--- config.mk ---
export PLATFORM = sky130hd
export DESIGN_NAME = muldiv_hilo_unit_flat
export DESIGN_NICKNAME = d
export VERILOG_FILES = /design/src/rtl/muldiv_pkg.sv /design/src/rtl/muldiv_hilo_unit_if.sv /design/src/rtl/muldiv_sign_fix.sv /design/src/rtl/muldiv_hilo_unit.sv /design/src/flat_wrapper.sv
export SDC_FILE = /design/constraint.sdc
export NUM_CORES = 1
export LEC_CHECK = 0
export BUFFER_PORTS_ARGS = -buffer_cell sky130_fd_sc_hd__buf_2
export CAP_MARGIN = 20
export CORE_MARGIN = 2
export CORE_UTILIZATION = 63
export CTS_BUF_LIST = sky130_fd_sc_hd__clkbuf_4 sky130_fd_sc_hd__clkbuf_8
export CTS_CLUSTER_SIZE = 25
export DETAILED_ROUTE_END_ITERATION = 10
export GPL_ROUTABILITY_DRIVEN = 0
export PLACE_DENSITY = 0.83
export SYNTH_ARGS = -nofsm -noshare
export SYNTH_HDL_FRONTEND = slang
export SYNTH_SLANG_ARGS = --single-unit
--- constraint.sdc ---
create_clock -name clk -period 4.39 [get_ports clk]
set_input_delay 0.6585 -clock clk [delete_from_list [all_inputs] [get_ports clk]]
set_output_delay 0.6585 -clock clk [all_outputs]
set_load 0.01 [all_outputs]
--- src/rtl/muldiv_pkg.sv ---
// Shared definitions for the HI/LO multiply/divide engine: ALU control codes,
// FSM state encoding and the divide-by-zero result constant.
package muldiv_pkg;

  localparam logic [5:0] ALU_MFHI  = 6'd16;
  localparam logic [5:0] ALU_MTHI  = 6'd17;
  localparam logic [5:0] ALU_MFLO  = 6'd18;
  localparam logic [5:0] ALU_MTLO  = 6'd19;
  localparam logic [5:0] ALU_MULT  = 6'd24;
  localparam logic [5:0] ALU_MULTU = 6'd25;
  localparam logic [5:0] ALU_DIV   = 6'd26;
  localparam logic [5:0] ALU_DIVU  = 6'd27;

  typedef enum logic [2:0] {
    ST_IDLE = 3'd0,
    ST_MUL  = 3'd1,
    ST_DIV  = 3'd2,
    ST_FIX  = 3'd3,
    ST_DONE = 3'd4
  } state_t;

  // Divide by zero: LO is filled with this bit, HI returns the raw dividend.
  localparam logic DBZ_LO_FILL = 1'b1;

  function automatic logic isMulDivCode(input logic [5:0] code);
    return (code inside {ALU_MFHI, ALU_MTHI, ALU_MFLO, ALU_MTLO,
                         ALU_MULT, ALU_MULTU, ALU_DIV, ALU_DIVU});
  endfunction

endpackage

--- src/rtl/muldiv_hilo_unit_if.sv ---
// EX-stage request/response bundle between the pipeline and the HI/LO unit.
interface muldiv_hilo_unit_if #(parameter int WIDTH = 32);

  logic             valid;
  logic [5:0]       alu_ctrl;
  logic [WIDTH-1:0] src_a;
  logic [WIDTH-1:0] src_b;
  logic             flush;
  logic             busy;
  logic             stall;
  logic             done;
  logic [WIDTH-1:0] hi;
  logic [WIDTH-1:0] lo;
  logic [WIDTH-1:0] mf_data;

  modport master (
    output valid, alu_ctrl, src_a, src_b, flush,
    input  busy, stall, done, hi, lo, mf_data
  );

  modport slave (
    input  valid, alu_ctrl, src_a, src_b, flush,
    output busy, stall, done, hi, lo, mf_data
  );

endinterface

--- src/rtl/muldiv_sign_fix.sv ---
// Combinational result correction: turns unsigned magnitudes from the iterative
// datapath into the final signed HI/LO values, including the divide-by-zero case.
module muldiv_sign_fix
  import muldiv_pkg::*;
#(
  parameter int WIDTH = 32
) (
  input  logic               i_isDiv,
  input  logic               i_divZero,
  input  logic               i_negRes,
  input  logic               i_negRem,
  input  logic [2*WIDTH-1:0] i_prod,
  input  logic [WIDTH-1:0]   i_quot,
  input  logic [WIDTH-1:0]   i_rem,
  input  logic [WIDTH-1:0]   i_srcA,
  output logic [WIDTH-1:0]   o_hi,
  output logic [WIDTH-1:0]   o_lo
);

  logic [2*WIDTH-1:0] w_prod;

  always_comb begin
    w_prod = i_negRes ? -i_prod : i_prod;
    o_hi   = w_prod[2*WIDTH-1:WIDTH];
    o_lo   = w_prod[WIDTH-1:0];
    if (i_isDiv) begin
      // Divide by zero bypasses sign correction entirely.
      if (i_divZero) begin
        o_lo = {WIDTH{DBZ_LO_FILL}};
        o_hi = i_srcA;
      end else begin
        o_lo = i_negRes ? -i_quot : i_quot;
        o_hi = i_negRem ? -i_rem  : i_rem;
      end
    end
  end

endmodule

--- src/rtl/muldiv_hilo_unit.sv ---
// Radix-2 iterative multiply/divide engine owning HI/LO, with EX-stage stall.
// Optional macro MULDIV_EARLY_TERM_EN: finish a multiply once the remaining multiplier bits are zero.
module muldiv_hilo_unit
  import muldiv_pkg::*;
#(
  parameter int WIDTH = 32,
  parameter int CNT_W = $clog2(WIDTH) + 1
) (
  input logic               clk,
  input logic               rst_n,
  muldiv_hilo_unit_if.slave bus
);

  state_t             r_state;
  logic               r_busy;
  logic               r_done;
  logic [WIDTH-1:0]   r_hi;
  logic [WIDTH-1:0]   r_lo;
  logic [2*WIDTH-1:0] r_acc;
  logic [WIDTH-1:0]   r_mcand;
  logic [WIDTH-1:0]   r_quo;
  logic [WIDTH-1:0]   r_rem;
  logic [WIDTH-1:0]   r_dvsr;
  logic [WIDTH-1:0]   r_srcA;
  logic [CNT_W-1:0]   r_cnt;
  logic               r_isDiv;
  logic               r_divZero;
  logic               r_negRes;
  logic               r_negRem;

  logic               w_signedOp;
  logic               w_signA;
  logic               w_signB;
  logic [WIDTH-1:0]   w_magA;
  logic [WIDTH-1:0]   w_magB;
  logic [WIDTH:0]     w_mulSum;
  logic [WIDTH:0]     w_divShift;
  logic [WIDTH-1:0]   w_divDiff;
  logic               w_divGe;
  logic               w_mulRemZero;
  logic [WIDTH-1:0]   w_fixHi;
  logic [WIDTH-1:0]   w_fixLo;
  logic [WIDTH-1:0]   w_mfData;

  assign w_signedOp = (bus.alu_ctrl == ALU_MULT) || (bus.alu_ctrl == ALU_DIV);
  assign w_signA    = w_signedOp & bus.src_a[WIDTH-1];
  assign w_signB    = w_signedOp & bus.src_b[WIDTH-1];
  assign w_magA     = w_signA ? -bus.src_a : bus.src_a;
  assign w_magB     = w_signB ? -bus.src_b : bus.src_b;

  // Multiplier sits in the low half of the accumulator and is consumed LSB first.
  assign w_mulSum   = {1'b0, r_acc[2*WIDTH-1:WIDTH]} + {1'b0, (r_acc[0] ? r_mcand : '0)};

  assign w_divShift = {r_rem, r_quo[WIDTH-1]};
  assign w_divGe    = (w_divShift >= {1'b0, r_dvsr});
  assign w_divDiff  = w_divShift[WIDTH-1:0] - r_dvsr;

`ifdef MULDIV_EARLY_TERM_EN
  logic [WIDTH-1:0] w_remMask;
  assign w_remMask    = ~({WIDTH{1'b1}} << r_cnt);
  assign w_mulRemZero = ((r_acc[WIDTH-1:0] & w_remMask) == '0);
`else
  assign w_mulRemZero = 1'b0;
`endif

  muldiv_sign_fix #(.WIDTH(WIDTH)) u_signFix (
    .i_isDiv   (r_isDiv),
    .i_divZero (r_divZero),
    .i_negRes  (r_negRes),
    .i_negRem  (r_negRem),
    .i_prod    (r_acc),
    .i_quot    (r_quo),
    .i_rem     (r_rem),
    .i_srcA    (r_srcA),
    .o_hi      (w_fixHi),
    .o_lo      (w_fixLo)
  );

  // DONE also accepts new requests: busy is low there, so the pipeline will not re-present them.
  always_ff @(posedge clk or negedge rst_n) begin
    if (!rst_n) begin
      r_state   <= ST_IDLE;
      r_busy    <= 1'b0;
      r_done    <= 1'b0;
      r_hi      <= '0;
      r_lo      <= '0;
      r_acc     <= '0;
      r_mcand   <= '0;
      r_quo     <= '0;
      r_rem     <= '0;
      r_dvsr    <= '0;
      r_srcA    <= '0;
      r_cnt     <= '0;
      r_isDiv   <= 1'b0;
      r_divZero <= 1'b0;
      r_negRes  <= 1'b0;
      r_negRem  <= 1'b0;
    end else begin
      r_done <= 1'b0;
      if (bus.flush) begin
        r_state <= ST_IDLE;
        r_busy  <= 1'b0;
      end else begin
        case (r_state)
          ST_IDLE, ST_DONE: begin
            r_state <= ST_IDLE;
            r_busy  <= 1'b0;
            if (bus.valid) begin
              case (bus.alu_ctrl)
                ALU_MULT, ALU_MULTU: begin
                  r_state  <= ST_MUL;
                  r_busy   <= 1'b1;
                  r_isDiv  <= 1'b0;
                  r_acc    <= {{WIDTH{1'b0}}, w_magB};
                  r_mcand  <= w_magA;
                  r_cnt    <= CNT_W'(WIDTH);
                  r_negRes <= w_signA ^ w_signB;
                  r_negRem <= w_signA;
                end
                ALU_DIV, ALU_DIVU: begin
                  r_state   <= ST_DIV;
                  r_busy    <= 1'b1;
                  r_isDiv   <= 1'b1;
                  r_quo     <= w_magA;
                  r_rem     <= '0;
                  r_dvsr    <= w_magB;
                  r_srcA    <= bus.src_a;
                  r_divZero <= (bus.src_b == '0);
                  r_cnt     <= CNT_W'(WIDTH);
                  r_negRes  <= w_signA ^ w_signB;
                  r_negRem  <= w_signA;
                end
                ALU_MTHI: r_hi <= bus.src_a;
                ALU_MTLO: r_lo <= bus.src_a;
                default: ;
              endcase
            end
          end
          ST_MUL: begin
            if (r_cnt == '0) begin
              r_state <= ST_FIX;
            end else if (w_mulRemZero) begin
              r_acc   <= r_acc >> r_cnt;
              r_cnt   <= '0;
              r_state <= ST_FIX;
            end else begin
              r_acc <= {w_mulSum, r_acc[WIDTH-1:1]};
              r_cnt <= r_cnt - CNT_W'(1);
            end
          end
          ST_DIV: begin
            if (r_cnt == '0) begin
              r_state <= ST_FIX;
            end else begin
              r_rem <= w_divGe ? w_divDiff : w_divShift[WIDTH-1:0];
              r_quo <= {r_quo[WIDTH-2:0], w_divGe};
              r_cnt <= r_cnt - CNT_W'(1);
            end
          end
          ST_FIX: begin
            r_hi    <= w_fixHi;
            r_lo    <= w_fixLo;
            r_done  <= 1'b1;
            r_busy  <= 1'b0;
            r_state <= ST_DONE;
          end
          default: begin
            r_state <= ST_IDLE;
            r_busy  <= 1'b0;
          end
        endcase
      end
    end
  end

  always_comb begin
    w_mfData = '0;
    if (bus.alu_ctrl == ALU_MFHI) begin
      w_mfData = r_hi;
    end else if (bus.alu_ctrl == ALU_MFLO) begin
      w_mfData = r_lo;
    end
  end

  assign bus.busy    = r_busy;
  assign bus.done    = r_done;
  assign bus.hi      = r_hi;
  assign bus.lo      = r_lo;
  assign bus.mf_data = w_mfData;
  assign bus.stall   = bus.valid & r_busy & isMulDivCode(bus.alu_ctrl);

endmodule
--- src/flat_wrapper.sv ---
// flat-port wrapper written by rule: the top's interface ports become plain ports
module muldiv_hilo_unit_flat import muldiv_pkg::*;
#(
  parameter int WIDTH = 32,
  parameter int CNT_W = $clog2(WIDTH) + 1
)
  (clk, rst_n, bus_valid, bus_alu_ctrl, bus_src_a, bus_src_b, bus_flush, bus_busy, bus_stall, bus_done, bus_hi, bus_lo, bus_mf_data);
  muldiv_hilo_unit_if #(.WIDTH(WIDTH)) bus_i ();
  input logic clk;
  input logic rst_n;
  input wire logic [$bits(bus_i.valid)-1:0] bus_valid;
  input wire logic [$bits(bus_i.alu_ctrl)-1:0] bus_alu_ctrl;
  input wire logic [$bits(bus_i.src_a)-1:0] bus_src_a;
  input wire logic [$bits(bus_i.src_b)-1:0] bus_src_b;
  input wire logic [$bits(bus_i.flush)-1:0] bus_flush;
  output wire logic [$bits(bus_i.busy)-1:0] bus_busy;
  output wire logic [$bits(bus_i.stall)-1:0] bus_stall;
  output wire logic [$bits(bus_i.done)-1:0] bus_done;
  output wire logic [$bits(bus_i.hi)-1:0] bus_hi;
  output wire logic [$bits(bus_i.lo)-1:0] bus_lo;
  output wire logic [$bits(bus_i.mf_data)-1:0] bus_mf_data;
  assign bus_i.valid = bus_valid;
  assign bus_i.alu_ctrl = bus_alu_ctrl;
  assign bus_i.src_a = bus_src_a;
  assign bus_i.src_b = bus_src_b;
  assign bus_i.flush = bus_flush;
  assign bus_busy = bus_i.busy;
  assign bus_stall = bus_i.stall;
  assign bus_done = bus_i.done;
  assign bus_hi = bus_i.hi;
  assign bus_lo = bus_i.lo;
  assign bus_mf_data = bus_i.mf_data;
  muldiv_hilo_unit #(.WIDTH(WIDTH), .CNT_W(CNT_W)) u_core (.clk(clk), .rst_n(rst_n), .bus(bus_i));
endmodule
## Yosys cells after proc, flatten, opt, wreduce, memory -nomap -nowiden

Cells that the tools add are included.

- Add/sub/neg operators: 8
- $lt $le $gt $ge: 1
- Eq/ne operators: 23
- Muxes and demuxes: 47
- Bitwise gates (word level): 6
- Reductions and logical operators: 24

Operator list:

| cell | number |
|---|---|
| $mux 32 | 22 |
| $mux 64 | 4 |
| $pmux 32 s2 | 4 |
| $neg 32->32 | 4 |
| $pmux 64 s2 | 1 |
| $neg 64->64 | 1 |
| $eq 6x5->1 const B | 8 |
| $add 32x32->33 | 1 |
| $ge 33x32->1 | 1 |
| $logic_not 32->1 | 1 |
| $sub 32x32->32 | 1 |
| $reduce_and 4->1 | 6 |
| $mux 6 | 3 |
| $reduce_and 5->1 | 3 |
| $ne 2x2->1 const B | 7 |
| $pmux 6 s2 | 1 |
| $reduce_bool 2->1 | 5 |
| $mux 3 | 3 |
| $pmux 3 s3 | 1 |
| $reduce_bool 8->1 | 1 |
| $reduce_or 2->1 | 4 |
| $eq 3x2->1 const B | 2 |
| $logic_not 6->1 | 1 |
| $ne 2x1->1 const B | 3 |
| other kinds (13) | 21 |

- Bits in registers: 303
- Output and inout bits: 99
- Logic and storage cells: 125

## Depth between registers and ports, before layout

- Depth after elaboration: 7
- Mapped depth: 15
- Mapped depth without buffers: 13

## Hierarchy

From an unflattened synthesis, not the netlist that was laid out.

- Cell total of the unflattened synthesis: 2602
- Area, all modules: 21887.2 um^2

Modules (own cells, without submodules):

| module | times used | cells an instance | area each (um^2) | sequential area each (um^2) |
|---|---|---|---|---|
| muldiv_hilo_unit | 1 | 1992 | 17777.0 | 7582.3 |
| muldiv_sign_fix | 1 | 610 | 4110.2 | 0.0 |

## Worst setup path after synthesis

No wires, ideal clock.

- Path type: reg2reg
- Start: register u_core.r_acc[0]
- End: register u_core.r_acc[51]
- Setup time: 0.121 ns
- Arrival time: 3.064 ns
- Slack: 1.205 ns
- Cell stages (with the launch flop): 16
- Path buffers: 2
- Path through: dfrtp_1 > clkbuf_1 > clkbuf_1 > and2_1 > ha_1 > inv_1 > fa_1 > nand2b_1 > a21oi_1 > o21ai_0 > and2_1 > o21ai_0 > nand3_1 > a311oi_1 > xnor2_1 > a22o_1

- Word-level cells in the longest chain between the ends: 4

Ends and longest elaborated chain:

| element | RTL line | RTL |
|---|---|---|
| start, declared | muldiv_hilo_unit.sv:19 | `logic [2*WIDTH-1:0] r_acc;` |
| start signal, assigned | muldiv_hilo_unit.sv:114 | `r_acc <= {{WIDTH{1'b0}}, w_magB};` |
| start signal, assigned | muldiv_hilo_unit.sv:143 | `r_acc <= r_acc >> r_cnt;` |
| start signal, assigned | muldiv_hilo_unit.sv:147 | `r_acc <= {w_mulSum, r_acc[WIDTH-1:1]};` |
| $mux 32 | muldiv_hilo_unit.sv:52 | `assign w_mulSum = {1'b0, r_acc[2*WIDTH-1:WIDTH]} + {1'b0, (r_acc[0] ? r_mcand : '0)};` |
| $add 32x32->33 | muldiv_hilo_unit.sv:52 |  |
| $mux 64 | muldiv_hilo_unit.sv:140 | `if (r_cnt == '0) begin` |
| $pmux 64 s2 | muldiv_hilo_unit.sv:104 | `case (r_state)` |

No other way between the ends. The select of a mux whose other input is x is not followed.
A chain may end at the register's enable or synchronous reset.

## Final worst setup path

- Start: register u_core.r_acc[0]
- End: register u_core.r_acc[57]

Same word-level chain as after synthesis.

==> run metrics <==
final hold violation count=0; maximum achievable frequency=0.261 GHz; met3 Usage GRT=0.0998; antenna violation net count after detailed routing=0; floorplan die area=34,400 sq um; leftover overflow at the end of global routing=0; power density over cell area=382 nW/um^2; quantity of I/O buffers inserted on ports=172; global-route met2 utilization=0.620; number of distinct standard cells referenced by the synthesized netlist=64; routed wire length=69,800 microns; CP Data Required Time=4910 ps; Least-Margin Pin Slew=1160 ps; top-area cell type share of the netlist area=0.365; Vert. Die Dim=186 microns; share of async-settable or async-resettable flops after synthesis=1.00; simple-gate area share of the yosys netlist=0.173; number of warnings printed during yosys synthesis=0; deepest clock path buffer count=3; Total Nets Final=2,730; first-iteration detailed-routing DRC count=3,015; Avg Inst Size Synth=8.41 sq um; arithmetic-cell share of the synthesized area counting full adders, half adders and majority gates=0.0447; class of the tightest hold or removal check=in2async; final non-filler cell total=3,067; average vias per placed instance=6.83; global routing usage summed across all routing layers=0.407; DP Wirelength=50,200 microns; Wirelength per Cell=22.8 microns; postcts setup bufs=0; GRT busiest layer=met2; global-route wire length before repair=109,000 microns; Worst Setup Path Type=reg2reg; result of the run=completed; dominant combinational cell family by area after synthesis=compound AO/OA/AOI/OAI gates; post-route minimum period=3830 ps; internal power consumption=0.00575 W; sequential share of power=0.431; number of H-tree levels=2; multiplexer area fraction after synthesis=0.0461; CTS Buf Count=53; largest fanout of any net on the critical path=31; die outline width=186 microns; post-synthesis share of cell area spent on xor and xnor gates=0.0965; R2R cell count=11; Pins Over Slew Limit=0; Std-Cell Rows=66; VDD IR-drop max=0.000321 V; total nets after synthesis=2,616; clock latency of the later-clocked register in the worst-skew pair=620 ps; list of most frequent post-synthesis cells=o21ai_0 (319), dfrtp_1 (303), nand2_1 (303); clock-pin transition on the worst setup and hold timing paths=60 ps; largest net degree at the start of global routing=110; I/O pin cnt=173; critical path capture point type=flop; clock power share=0.332; DR pass1 iterations=7; final total negative setup slack=0 ps; number of synthesized flops with an enable pin=0; number of instances in the synthesized netlist=2,469; kind of launch point of the worst setup path=flop; number of register bits inferred by synthesis=303; DP Cell Count=2,967; Leakage=10.4 nW; Clock Sinks=303; primary flip-flop cell chosen by synthesis mapping=dfrtp_1; Initial Util=0.638; Layout area overhead=11.5%; most instantiated library cell after synthesis=o21ai_0; clock skew after layout=13.7 ps; number of global-route vias before repair=19,800; number of gates resized after CTS=0; vias post-DR=21,000; quantity of hold-fixing buffers added after cts=0; combined area of all synthesized cells=20,800 sq um; layout cell share with drive strength beyond 1=0.137; setup repair after global routing missed its margin=false; Yosys top cell by area=dfrtp_1; arrival time of data at the critical path endpoint=4350 ps; CTS root buf=clkbuf_8; TritonCTS clock tree=done; core area=32,500 sq um; sequential share of the synthesized area=0.365; switching fraction of total power=0.351; complex-gate fraction of the synthesized area=0.235; antenna violations before repair=3; met1 track demand over resource in global routing=0.523; NetSw=0.00310 W; combinational cell fraction of total power=0.237; post-route DRC violation count=0; cell types with the largest area share after synthesis=dfrtp_1 (36%), o21ai_0 (7.7%), xnor2_1 (5.7%); Final setup viols=0; relative max-transition margin=0.224; ratio of final minimum period to clock period=0.873; maxcap violations=0
==> cells by family after synthesis <==
group                    Yosys count
buffers and inverters            215
flip-flops                       303
multiplexers                      92
adder cells (fa/ha/maj)           73
XOR/XNOR                         229
AO/OA/AOI/OAI                    789
AND/OR/NAND/NOR                  768
==> critical path, stage by stage, from the launching register on <==
cell,delay [ps]
dfrtp_1,460
buf_4,320
and2_1,190
ha_1,280
a21o_1,210
or3_1,330
o21ai_0,290
a211oi_1,190
o311ai_0,820
o21ai_0,270
xnor2_1,170
o31ai_1,190
==> path summary, 6_finish.rpt <==
kind	start	endpoint	slack, ps
min	rst_n	u_core.r_cnt[1]	60
max in group asynchronous	rst_n	u_core.r_rem[28]	3200
max reg2reg	u_core.r_acc[0]	u_core.r_acc[57]	560
min reg2reg	u_core.r_dvsr[20]	u_core.r_dvsr[20]	480
min in group clk	bus_src_a[3]	u_core.r_srcA[3]	370
max	u_core.r_acc[0]	u_core.r_acc[57]	560
==> power groups by stage <==
stage | Combinational (W) | Clock, W | Sequential, W
final | 0.00210 | 0.00294 | 0.00381
after global routing | 0.00230 | 0.00305 | 0.00384
after CTS | 0.00204 | 0.00293 | 0.00377
after detailed placement | 0.00202 | 0 | 0.00382
after global placement | 0.00194 | 0 | 0.00379
after floorplan | 0.00139 | 0 | 0.00362
==> sequential cells by signal (all words and copies together) (netlist names) <==
name,cells
u_core.r_acc,64
u_core.r_dvsr,32
u_core.r_rem,32
u_core.bus.hi,32
u_core.bus.busy,1
u_core.r_state,3
u_core.bus.lo,32
u_core.r_divZero,1
u_core.r_mcand,32
u_core.r_negRes,1
u_core.r_srcA,32
u_core.bus.done,1
u_core.r_quo,32
u_core.r_negRem,1
u_core.r_cnt,6
u_core.r_isDiv,1
==> layout make-up <==
| class | count | area (sq um) |
|---|---|---|
| tap | 442 | 553 |
| inverter | 69 | 259 |
| clock buffer | 88 | 1100 |
| clock inverter | 7 | 87.6 |
| antenna | 2 | 5.00 |
| multi-input combinational | 1951 | 12400 |
| fill | 2548 | 9370 |
| sequential | 303 | 7590 |
| timing repair buffer | 205 | 1170 |
==> stage by stage <==
step / setup WS [ps] / power, W / area [sq um] / utilization / hold WS (ps)
6_report: 559 / 0.00885 / 23200 / 0.712 / 58.3
5_1_grt: 253 / 0.00920 / 23200 / 0.712 / 162
4_1_cts: 630 / 0.00874 / 23100 / 0.710 / 144
3_5_place_dp: 708 / 0.00584 / 21900 / 0.673 / 467
3_3_place_gp: 744 / 0.00573 / 21900 / 0.673 / 458
2_1_floorplan: 1200 / 0.00501 / 20800 / - / 363
==> layout by cell type, fill, tap and decap left out, drive strengths merged, types with 10 or more instances in the layout <==
cell    count
or3        34
buf       205
mux2i      62
a32oi      13
nor3       37
or2        12
nor2b      10
a221oi     10
and2       42
a211oi     13
xor2       93
nand2b     18
a31oi      33
a22o       22
a22oi      31
o41ai      26
dfrtp     303
mux2       30
o21ai     322
clkbuf     88
a21o       26
nor2      182
xnor2     136
nand2     303
ha         71
o221ai     32
and3       12
nand3      35
or4        30
inv        68
o31ai      58
a21oi     142
nand4      15
nor4       18
o211ai     16
==> routing by layer <==
metal	share of wire	up-vias
li1	-	9155
met1	0.37	9852
met2	0.43	1575
met3	0.13	369
met4	0.076	2
met5	0.00020	-
(Power assumes the default switching activity.)
